<file path="src/rtl/seq_div18by9_unsigned_pkg.sv">
// Shared definitions for the 18-by-9 unsigned sequential divider.
// Optional build macro: SEQ_DIV_RADIX4_EN (two quotient bits per cycle).
package seq_div_pkg;

    localparam int unsigned N_W = 18;
    localparam int unsigned D_W = 9;

    // Controller state encoding
    localparam logic [1:0] ST_IDLE = 2'd0;
    localparam logic [1:0] ST_BUSY = 2'd1;
    localparam logic [1:0] ST_DONE = 2'd2;

    // Quotient reported for a zero divisor
    localparam logic [N_W-1:0] DBZ_QUOTIENT = '1;

endpackage

</file>
<file path="src/rtl/seq_div18by9_unsigned_if.sv">
// Start/ready/done handshake and operand/result bus of the sequential divider.
interface seq_div18by9_unsigned_if;

    logic                          start;
    logic [seq_div_pkg::N_W-1:0]   dividend;
    logic [seq_div_pkg::D_W-1:0]   divisor;
    logic                          ready;
    logic                          done;
    logic [seq_div_pkg::N_W-1:0]   quotient;
    logic [seq_div_pkg::D_W-1:0]   remainder;
    logic                          dbz;

    modport master (
        output start, dividend, divisor,
        input  ready, done, quotient, remainder, dbz
    );

    modport slave (
        input  start, dividend, divisor,
        output ready, done, quotient, remainder, dbz
    );

endinterface

</file>
<file path="src/rtl/seq_div18by9_unsigned_div_step.sv">
// One combinational restoring-division step: shift in a dividend bit,
// trial-subtract the divisor and keep or restore the partial remainder.
module div_step
    import seq_div_pkg::*;
(
    input  logic [D_W:0]   i_prem,
    input  logic           i_bit,
    input  logic [D_W-1:0] i_dvs,
    output logic [D_W:0]   o_prem,
    output logic           o_qbit
);

    logic [D_W+1:0] w_shift;
    logic [D_W+1:0] w_diff;

    // The extra top bit of the difference acts as the borrow flag
    assign w_shift = {i_prem, i_bit};
    assign w_diff  = w_shift - {2'b00, i_dvs};
    assign o_qbit  = ~w_diff[D_W+1];
    assign o_prem  = o_qbit ? w_diff[D_W:0] : w_shift[D_W:0];

endmodule

</file>
<file path="src/rtl/seq_div18by9_unsigned.sv">
// Iterative restoring unsigned divider, 18-bit dividend by 9-bit divisor.
// Optional build macro: SEQ_DIV_RADIX4_EN chains two steps per clock.
module seq_div18by9_unsigned
    import seq_div_pkg::*;
(
    input  logic                   clk,
    input  logic                   rst,
    seq_div18by9_unsigned_if.slave bus
);

`ifdef SEQ_DIV_RADIX4_EN
    localparam logic [4:0] CNT_INIT = 5'(N_W / 2 - 1);
`else
    localparam logic [4:0] CNT_INIT = 5'(N_W - 1);
`endif

    logic [1:0]     r_state;
    logic [4:0]     r_cnt;
    logic [N_W-1:0] r_dvd;    // dividend bits shift out, quotient bits shift in
    logic [D_W-1:0] r_dvs;
    logic [D_W:0]   r_prem;
    logic [N_W-1:0] r_quo;
    logic [D_W-1:0] r_rem;
    logic           r_dbz;

    logic [D_W:0]   w_prem_a;
    logic           w_q_a;
    logic [D_W:0]   w_prem_nx;
    logic [N_W-1:0] w_dvd_nx;

    div_step u_step_a (
        .i_prem (r_prem),
        .i_bit  (r_dvd[N_W-1]),
        .i_dvs  (r_dvs),
        .o_prem (w_prem_a),
        .o_qbit (w_q_a)
    );

`ifdef SEQ_DIV_RADIX4_EN
    logic [D_W:0] w_prem_b;
    logic         w_q_b;

    div_step u_step_b (
        .i_prem (w_prem_a),
        .i_bit  (r_dvd[N_W-2]),
        .i_dvs  (r_dvs),
        .o_prem (w_prem_b),
        .o_qbit (w_q_b)
    );

    assign w_prem_nx = w_prem_b;
    assign w_dvd_nx  = {r_dvd[N_W-3:0], w_q_a, w_q_b};
`else
    assign w_prem_nx = w_prem_a;
    assign w_dvd_nx  = {r_dvd[N_W-2:0], w_q_a};
`endif

    // Controller, datapath registers and result registers
    always_ff @(posedge clk) begin
        if (rst) begin
            r_state <= ST_IDLE;
            r_cnt   <= '0;
            r_dvd   <= '0;
            r_dvs   <= '0;
            r_prem  <= '0;
            r_quo   <= '0;
            r_rem   <= '0;
            r_dbz   <= 1'b0;
        end else begin
            case (r_state)
                ST_IDLE: begin
                    if (bus.start) begin
                        r_dvd  <= bus.dividend;
                        r_dvs  <= bus.divisor;
                        r_prem <= '0;
                        if (bus.divisor == '0) begin
                            r_state <= ST_DONE;
                            r_quo   <= DBZ_QUOTIENT;
                            r_rem   <= bus.dividend[D_W-1:0];
                            r_dbz   <= 1'b1;
                        end else begin
                            r_state <= ST_BUSY;
                            r_cnt   <= CNT_INIT;
                        end
                    end
                end
                ST_BUSY: begin
                    r_prem <= w_prem_nx;
                    r_dvd  <= w_dvd_nx;
                    if (r_cnt == '0) begin
                        r_state <= ST_DONE;
                        r_quo   <= w_dvd_nx;
                        r_rem   <= w_prem_nx[D_W-1:0];
                        r_dbz   <= 1'b0;
                    end else begin
                        r_cnt <= r_cnt - 5'd1;
                    end
                end
                ST_DONE: r_state <= ST_IDLE;
                default: r_state <= ST_IDLE;
            endcase
        end
    end

    assign bus.ready     = (r_state == ST_IDLE);
    assign bus.done      = (r_state == ST_DONE);
    assign bus.quotient  = r_quo;
    assign bus.remainder = r_rem;
    assign bus.dbz       = r_dbz;

endmodule

</file>
<file path="src/flat_wrapper.sv">
// flat-port wrapper written by rule: the top's interface ports become plain ports
module seq_div18by9_unsigned_flat import seq_div_pkg::*;
  (clk, rst, bus_start, bus_dividend, bus_divisor, bus_ready, bus_done, bus_quotient, bus_remainder, bus_dbz);
  seq_div18by9_unsigned_if bus_i ();
  input  logic clk;
  input  logic rst;
  input wire logic [$bits(bus_i.start)-1:0] bus_start;
  input wire logic [$bits(bus_i.dividend)-1:0] bus_dividend;
  input wire logic [$bits(bus_i.divisor)-1:0] bus_divisor;
  output wire logic [$bits(bus_i.ready)-1:0] bus_ready;
  output wire logic [$bits(bus_i.done)-1:0] bus_done;
  output wire logic [$bits(bus_i.quotient)-1:0] bus_quotient;
  output wire logic [$bits(bus_i.remainder)-1:0] bus_remainder;
  output wire logic [$bits(bus_i.dbz)-1:0] bus_dbz;
  assign bus_i.start = bus_start;
  assign bus_i.dividend = bus_dividend;
  assign bus_i.divisor = bus_divisor;
  assign bus_ready = bus_i.ready;
  assign bus_done = bus_i.done;
  assign bus_quotient = bus_i.quotient;
  assign bus_remainder = bus_i.remainder;
  assign bus_dbz = bus_i.dbz;
  seq_div18by9_unsigned u_core (.clk(clk), .rst(rst), .bus(bus_i));
endmodule
</file>
<file path="config.mk">
export PLATFORM = sky130hd
export DESIGN_NAME = seq_div18by9_unsigned_flat
export DESIGN_NICKNAME = d
export VERILOG_FILES = /design/src/rtl/seq_div18by9_unsigned_pkg.sv /design/src/rtl/seq_div18by9_unsigned_if.sv /design/src/rtl/seq_div18by9_unsigned_div_step.sv /design/src/rtl/seq_div18by9_unsigned.sv /design/src/flat_wrapper.sv
export SDC_FILE = /design/constraint.sdc
export NUM_CORES = 1
export LEC_CHECK = 0
export BUFFER_PORTS_ARGS = -buffer_cell sky130_fd_sc_hd__buf_4
export CORE_UTILIZATION = 46
export CTS_CLUSTER_SIZE = 16
export DETAILED_ROUTE_END_ITERATION = 16
export GPL_TIMING_DRIVEN = 0
export PLACE_DENSITY = 0.67
export SYNTH_ARGS = -nofsm -noshare
export SYNTH_HDL_FRONTEND = slang
export SYNTH_SLANG_ARGS = --single-unit
</file>
<file path="constraint.sdc">
create_clock -name clk -period 5.8 [get_ports clk]
set_clock_uncertainty 0.15 [all_clocks]
set_input_delay 1.74 -clock clk [delete_from_list [all_inputs] [get_ports clk]]
set_output_delay 1.74 -clock clk [all_outputs]
set_load 0.02 [all_outputs]
</file>
== Word-level counts from Yosys, hierarchy flattened ==
Index checks and enable logic that the tools add are counted.

* Flip-flop bits (word level): 72

* Equality and inequality tests: 7
* Add/sub/neg operators: 2
* Reductions and logical operators: 9
* Bitwise gates (word level): 1
* Mux-type cells: 25

{| class="wikitable"
|+ Operators by type and width
! cell !! count
|-
| $mux 18 || 4
|-
| $pmux 18 s2 || 2
|-
| $mux 9 || 3
|-
| $mux 10 || 2
|-
| $pmux 10 s2 || 1
|-
| $pmux 9 s2 || 1
|-
| $mux 5 || 3
|-
| $sub 11x9->11 || 1
|-
| $pmux 5 s2 || 1
|-
| $logic_not 9->1 || 1
|-
| $reduce_and 4->1 || 2
|-
| $mux 2 || 3
|-
| $ne 2x2->1 const B || 3
|-
| $reduce_and 2->1 || 3
|-
| $logic_not 5->1 || 1
|-
| $sub 5x1->5 const B || 1
|-
| $ne 2x1->1 const B || 2
|-
| $pmux 2 s2 || 1
|-
| $mux 1 || 3
|-
| $eq 2x1->1 const B || 1
|-
| $eq 2x2->1 const B || 1
|-
| $logic_not 2->1 || 1
|-
| $pmux 1 s2 || 1
|-
| $reduce_bool 2->1 || 1
|-
| $not 1->1 || 1
|}

== Longest topological paths before layout ==
Gate-level depths: netlist of the first run.

* Depth after elaboration: 4
* Mapped depth: 10

== Cells and area by module ==
Synthesis of the first run repeated with hierarchy kept, for this count alone.

* Cells, all modules: 430
* Area total of the unflattened synthesis: 3611.0 µm²

{| class="wikitable"
|+ Modules (own cells, without submodules)
! module !! cells each !! sequential area each (µm²) !! times used !! area an instance (µm²)
|-
| seq_div18by9_unsigned || 337 || 1441.4 || 1 || 2881.5
|-
| div_step || 93 || 0.0 || 1 || 729.4
|}

== Worst setup path after synthesis of the first run ==
No wires, ideal clock.

* Path kind: input to register
* From: in bus_divisor[3]
* To: reg u_core.r_rem[1], in the netlist u_core.bus.remainder[1]
* Buffers on the path: 2
* Cell stages on the path: 7
* Setup slack: 2.319 ns
* Setup time: 0.088 ns
* Arrival time: 3.243 ns
* Cells stage by stage: or4_4 -> nor4_4 -> o311a_1 -> buf_4 -> buf_6 -> nor2_1 -> a311oi_2

* Word-level cells in the longest chain between the ends: 3

{| class="wikitable"
|+ RTL lines
! item !! line !! source
|-
| from (decl) || flat_wrapper.sv:9 || <nowiki>input wire logic [$bits(bus_i.divisor)-1:0] bus_divisor;</nowiki>
|-
| $logic_not 9->1 || seq_div18by9_unsigned.sv:76 || <nowiki>if (bus.divisor == '0) begin</nowiki>
|-
| $ne 2x1->1 (no source line) || - ||
|-
| $reduce_and 4->1 (no source line) || - ||
|-
| to (signal assigned) || seq_div18by9_unsigned.sv:79 || <nowiki>r_rem <= bus.dividend[D_W-1:0];</nowiki>
|-
| to (signal assigned) || seq_div18by9_unsigned.sv:93 || <nowiki>r_rem <= w_prem_nx[D_W-1:0];</nowiki>
|-
| to (decl) || seq_div18by9_unsigned.sv:23 || <nowiki>logic [D_W-1:0] r_rem;</nowiki>
|}

No other way between the ends.
A chain may end at the register's enable or synchronous reset.

== Worst setup path after layout of the first run ==
Same ends and word-level chain as after synthesis.

==> run metrics, run 1 <==
result of the run complete, no violations; portion of the post-synthesis area used by sequential elements 0.409; antenna violations before repair 0; Worst Setup Start Kind input pin; synthesized netlist net count 477; Die X-Extent 89.5 um; CTS Buf Count 9; post-synth top area share 0.409; total power per unit cell area 357 nW/um^2; number of distinct library cell variants in the gate-level netlist after synthesis 51; setup repair after global routing missed its margin false; sort of element at the end of the critical path flop; number of rows in the core area 31; Leak 1.72 nW; Slew Limit Headroom 0.544; count of synthesis-stage warnings from yosys 0; core outline area 7330 um^2; residual antenna-violating net count after detailed routing 0; mean number of vias per cell 5.51; final wirelength 9340 um; peak fanout along the critical path 10; overall routing resource usage 0.250; number of hold-repair buffers added at the cts stage 0; flip-flop cell with the highest count after synthesis dfxtp_1; arrival time worst endpoint 3.65 ns; H-tree levels 3; final-layout fill cell count 719; total number of vias 3357; top-count cell post-synth nor2_1; maximum number of pins on one net before global-route repair 14; CTS root buf clkbuf_8; Placer Congestion 0.890; post-CTS clock slew at the launch and capture registers of the worst setup and hold paths 0.08 ns; clock tree from TritonCTS yes; top post-synthesis cells by count 80 x nor2_1, 72 x dfxtp_1, 72 x nand2_1; area of the die 8010 um^2; final number of hold-violating endpoints 0; required time at the worst-slack endpoint 5.92 ns; pin slew with the least headroom to its limit 0.684 ns; number of buffers on the longest clock path 2; post-CTS setup buffer count 0; category of the most critical setup path in -> reg; Port-buffer cells 59; Peak Freq 284 MHz; share of synthesized flip-flops with an asynchronous set or reset 0; max cap viols 0; number of enable-type register cells in the synthesized netlist 0; final setup TNS 0 ns; synthesized netlist cell count 435; FF+latch count, synth 72; wire length of the first global-routing pass 14800 um; initial core utilization 0.481; number of cells upsized or downsized after cts 0; number of antenna diodes 0; portion of the clock cycle consumed by the worst path in the final layout 0.607; insertion delay of the later-clocked pin in the worst-skew pair 0.36 ns; number of sinks handled by clock tree synthesis 72; HP Class reg -> reg; HPWL reported at the end of detailed placement 6980 um; number of DRC violations after detailed routing 0; Synth Area per Inst 8.10 um^2; DRT Pass-1 Iters 4; share of cells above drive strength 1 0.202; Yosys top cell by area dfxtp_1; final critical-path required period 3.52 ns; Routed WL per cell 15.3 um; residual overflow from global routing 0; Final setup violation count 0; max-slew violation count 0; DRC violation total after the first TritonRoute iteration 141; Max VDD drop 151 uV; via count of the first global-routing pass 3052; post-layout net count 547; post-layout instance count excluding filler cells 609; total standard cell area after synthesis 3520 um^2; # placed instances 593; top cells by area, synth dfxtp_1 41%, nor2_1 8.5%, nand2_1 7.7%, a311oi_1 4.7%, a211oi_1 4.3%; die height 89.5 um; top-level I/O count 60; area growth from synthesis to final layout 21.9%
## kinds of logic (layout without fill, tap and decap cells)
| kind of cell | Yosys count | after routing | share of synthesized area |
|---|---|---|---|
| fa+ha+maj | 12 | 12 | 0.0447 |
| mux | 2 | 2 | 0.00710 |
| flops | 72 | 72 | 0.409 |
| buf+inv | 45 | 120 | 0.0568 |
| compound gates | 109 | 109 | 0.235 |
| xor+xnor | 6 | 6 | 0.0149 |
| simple gates | 189 | 189 | 0.232 |
## metal layers
layer  up-vias  share of wire  track usage
met5         -              0            0
met4         0          0.023        0.114
met3        20          0.046       0.0462
met2        91           0.47        0.414
met1      1564           0.46        0.316
li1       1682              -            -
## final timing paths
| path | startpoint | end | slack, ns | depth (start not counted) |
|---|---|---|---|---|
| max reg2reg | u_core.r_dvd[17]$_SDFFE_PP0P_ | u_core.bus.remainder[5]$_SDFFE_PP0P_ | 2.83 | 10 |
| max | bus_divisor[3] | u_core.bus.remainder[1]$_SDFFE_PP0P_ | 2.28 | 8 |
| min reg2reg | u_core.r_dvs[3]$_SDFFE_PP0P_ | u_core.r_dvs[3]$_SDFFE_PP0P_ | 0.31 | 2 |
| min | u_core.r_dvs[3]$_SDFFE_PP0P_ | u_core.r_dvs[3]$_SDFFE_PP0P_ | 0.31 | 2 |
## where the power goes
group          internal, mW  switching, mW
clock                 0.212          0.204
combinational         0.206          0.316
sequential            0.553         0.0432
## flip-flops by register name, summed over array words and instances, names as in the netlist
register	cells
u_core.r_dvs	9
u_core.bus.remainder	9
u_core.r_cnt	5
u_core.bus.dbz	1
u_core.bus.quotient	18
u_core.r_prem	10
u_core.r_state	2
u_core.r_dvd	18
## metrics by stage
stage | total power, mW | utilization | instance area [um^2] | hold WS [ns] | worst slack [ns]
finish | 1.53 | 0.586 | 4300 | 0.309 | 2.28
global route | 1.63 | 0.586 | 4300 | 0.330 | 2.22
CTS | 1.54 | 0.586 | 4300 | 0.310 | 2.29
detailed placement | 1.13 | 0.558 | 4090 | 0.299 | 1.90
global placement | 1.12 | 0.558 | 4090 | 0.296 | 1.90
floorplan | 0.971 | - | 3520 | 0.286 | 2.32
## cell usage in the layout, fill, tap and decap left out, drive strengths merged, types with 5 or more instances in the layout
master | netlist | layout
nor2 | 80 | 80
nand2 | 73 | 73
dfxtp | 72 | 72
buf | 8 | 67
a21oi | 31 | 31
clkbuf | 21 | 31
a311oi | 26 | 26
a211oi | 21 | 21
inv | 16 | 17
ha | 11 | 11
nand3 | 7 | 7
nor4 | 7 | 7
o21ai | 6 | 6
nor2b | 5 | 5
nor3 | 5 | 5
xnor2 | 5 | 5
## worst max-delay path, stage by stage
cell and delay, ns:
buf_4 0.11, or4_4 0.53, nor4_4 0.40, o311a_1 0.20, buf_4 0.19, buf_6 0.17, nor2_1 0.06, a311oi_2 0.23
## cell type report
cell class | count | area, um^2 | share of cell area
sequential | 72 | 1440 | 0.336
clock buffer | 10 | 138 | 0.0320
timing repair buffer | 59 | 443 | 0.103
tap | 99 | 124 | 0.0288
buffer | 29 | 140 | 0.0326
clock inverter | 6 | 67.6 | 0.0157
inverter | 16 | 60.1 | 0.0140
multi-input combinational | 318 | 1880 | 0.438
(Power assumes the default switching activity.)
==> inputs of run 2 (changes only) <==
--- a/config.mk
+++ b/config.mk
@@ -10,7 +10,7 @@
 export CTS_CLUSTER_SIZE = 16
 export DETAILED_ROUTE_END_ITERATION = 16
 export GPL_TIMING_DRIVEN = 0
-export PLACE_DENSITY = 0.67
+export PLACE_DENSITY = 0.7
 export SYNTH_ARGS = -nofsm -noshare
 export SYNTH_HDL_FRONTEND = slang
 export SYNTH_SLANG_ARGS = --single-unit
==> constraint.sdc (replaced) <==
create_clock -name clk -period 3.2 [get_ports clk]
set_clock_uncertainty 0.15 [all_clocks]
set_input_delay 0.96 -clock clk [delete_from_list [all_inputs] [get_ports clk]]
set_output_delay 0.96 -clock clk [all_outputs]
set_load 0.02 [all_outputs]
==> run 2 against run 1 <==
Combinational power up 80%. Core utilization up 0.20 points. Critical path depth up 2. First-iteration DRC count up 11%. Via count up 0.86%. Non-clock buffer count unchanged. Flip-flop and latch count unchanged.
==> run metrics, run 2 (same netlist as run 1, synthesis figures left out) <==
Port-buffer cells 59; Slew Limit Headroom 0.491; sink of the worst hold path u_core.r_dvs[8]$_SDFFE_PP0P_; initial core utilization 0.481; number of buffers on the longest clock path 2; wire length of the first global-routing pass 14500 um; buffer and inverter count on the worst path 2; insertion delay of the later-clocked pin in the worst-skew pair 0.35 ns; setup repair after global routing missed its margin false; final number of hold-violating endpoints 0; post-CTS setup buffer count 0; depth of the worst hold-timing path 2; Die X-Extent 89.5 um; final-layout fill cell count 679; most common library cell in the layout ignoring fill and taps nor2_1; number of hold-repair buffers added at the cts stage 0; post-layout net count 547; total power per unit cell area 658 nW/um^2; R2R Path End u_core.bus.remainder[5]$_SDFFE_PP0P_; residual antenna-violating net count after detailed routing 0; max cap viols 0; final wirelength 9020 um; most numerous cell on the critical path inv_1; Final setup violation count 0; DRT Pass-1 Iters 5; HPWL reported at the end of detailed placement 6870 um; residual overflow from global routing 0; final critical-path required period 2.94 ns; share of cells above drive strength 1 0.200; Placer Congestion 0.917; required time at the worst-slack endpoint 3.25 ns; number of DRC violations after detailed routing 0; Leak 1.73 nW; Gate power share 0.332; category of the most critical setup path reg -> reg; HP Class reg -> reg; internal power consumption 1.82 mW; number of antenna diodes 0; area of the die 8010 um^2; number of cells upsized or downsized after cts 0; post-CTS clock slew at the launch and capture registers of the worst setup and hold paths 0.08 ns; total number of vias 3386; Max VDD drop 279 uV; sort of element at the end of the critical path flop; pin slew with the least headroom to its limit 0.761 ns; antenna violations before repair 0; leading cell types in the layout, fill and taps excluded 80 x nor2_1, 72 x nand2_1, 72 x dfxtp_1, 60 x buf_4, 29 x a21oi_1; die height 89.5 um; portion of the clock cycle consumed by the worst path in the final layout 0.919; launch instance of the worst min-delay path u_core.r_dvs[8]$_SDFFE_PP0P_; cell family with the largest share of critical-path delay compound AO/OA/AOI/OAI gates; DRC violation total after the first TritonRoute iteration 156; core outline area 7330 um^2; Layout Utilization 0.588; mean number of vias per cell 5.56; result of the run complete, no violations; clock tree from TritonCTS yes; number of rows in the core area 31; cell chain of the critical path inv_1, ha_1, inv_1, fa_1, a211oi_2, nor4_1, nor3_1, nor2_1, a41oi_1, a311oi_2; overall routing resource usage 0.242; maximum number of pins on one net before global-route repair 14; CTS root buf clkbuf_8; number of sinks handled by clock tree synthesis 72; area growth from synthesis to final layout 22.3%; H-tree levels 3; Peak Freq 340 MHz; critical path's largest stage delay 0.41 ns; Worst Setup Start Kind flop; peak fanout along the critical path 6; final setup TNS 0 ns; clock power share 0.287; via count of the first global-routing pass 3037; register-to-register setup slack 0.26 ns; net switching fraction of the power 0.358; share of total power in sequential cells 0.381; arrival time worst endpoint 3.00 ns; Routed WL per cell 14.8 um; Critical R2R Launch u_core.r_dvd[17]$_SDFFE_PP0P_; switching power summed over all nets 1.01 mW; max-slew violation count 0; top-level I/O count 60; Critical-path top delay cell fa_1; CTS Buf Count 9; FF-to-FF path depth 10
run 2: area by class of cell:
| cell class | instances | area, um^2 | share of cell area |
|---|---|---|---|
| Buffer | 29 | 140 | 0.0325 |
| Tap cell | 99 | 124 | 0.0287 |
| Multi-Input combinational cell | 318 | 1880 | 0.437 |
| Clock buffer | 10 | 128 | 0.0296 |
| Sequential cell | 72 | 1440 | 0.334 |
| Inverter | 16 | 60.1 | 0.0139 |
| Clock inverter | 6 | 92.6 | 0.0215 |
| Timing Repair Buffer | 59 | 443 | 0.103 |
run 2: worst max-delay path by stage:
stage / start / endpoint / slack (ns) / cells past startpoint
after floorplan: bus_divisor[3] / u_core.bus.remainder[1]$_SDFFE_PP0P_ / 0.50 / 7
final: u_core.r_dvd[17]$_SDFFE_PP0P_ / u_core.bus.remainder[5]$_SDFFE_PP0P_ / 0.26 / 10
after detailed placement: bus_divisor[3] / u_core.bus.remainder[1]$_SDFFE_PP0P_ / 0.12 / 8
after global routing: u_core.r_dvd[17]$_SDFFE_PP0P_ / u_core.bus.remainder[5]$_SDFFE_PP0P_ / 0.06 / 10
after CTS: u_core.r_dvd[17]$_SDFFE_PP0P_ / u_core.bus.remainder[5]$_SDFFE_PP0P_ / 0.27 / 10
after global placement: bus_divisor[3] / u_core.bus.remainder[5]$_SDFFE_PP0P_ / 0.17 / 8
run 2: worst register-to-register path: cells and delay by family, from the launching register on:
kind                     cells  cell delay [ns]
flip-flops                   1             0.35
buffers and inverters        2             0.12
AO/OA/AOI/OAI                3             0.85
AND/OR/NAND/NOR              3             0.76
adder cells (fa/ha/maj)      2             0.57
run 2: routing by layer:
layer  vias to the layer above  share of wire  global-route usage  wire length, um
met5                         -              0                   0                0
li1                       1679              -                   -                -
met3                        17          0.060              0.0489              544
met2                       123           0.47               0.414             4250
met4                         0          0.025              0.0895              223
met1                      1567           0.44               0.302             4000
run 2: stage by stage:
stage | hold slack [ns] | area (um^2) | setup WS [ns] | power [mW] | instances
2_1_floorplan | 0.286 | 3520 | 0.499 | 1.76 | 435
3_3_place_gp | 0.293 | 4090 | 0.172 | 2.02 | 593
3_5_place_dp | 0.299 | 4090 | 0.123 | 2.03 | 593
4_1_cts | 0.310 | 4310 | 0.265 | 2.83 | 609
5_1_grt | 0.342 | 4310 | 0.0581 | 3.00 | 609
6_report | 0.305 | 4310 | 0.259 | 2.83 | 609
run 2: power by group through the flow:
stage	Clock, mW	Combinational (mW)	Sequential [mW]
finish	0.812	0.942	1.08
global route	0.862	1.04	1.10
CTS	0.815	0.939	1.08
detailed placement	0	0.935	1.10
global placement	0	0.920	1.10
floorplan	0	0.627	1.13
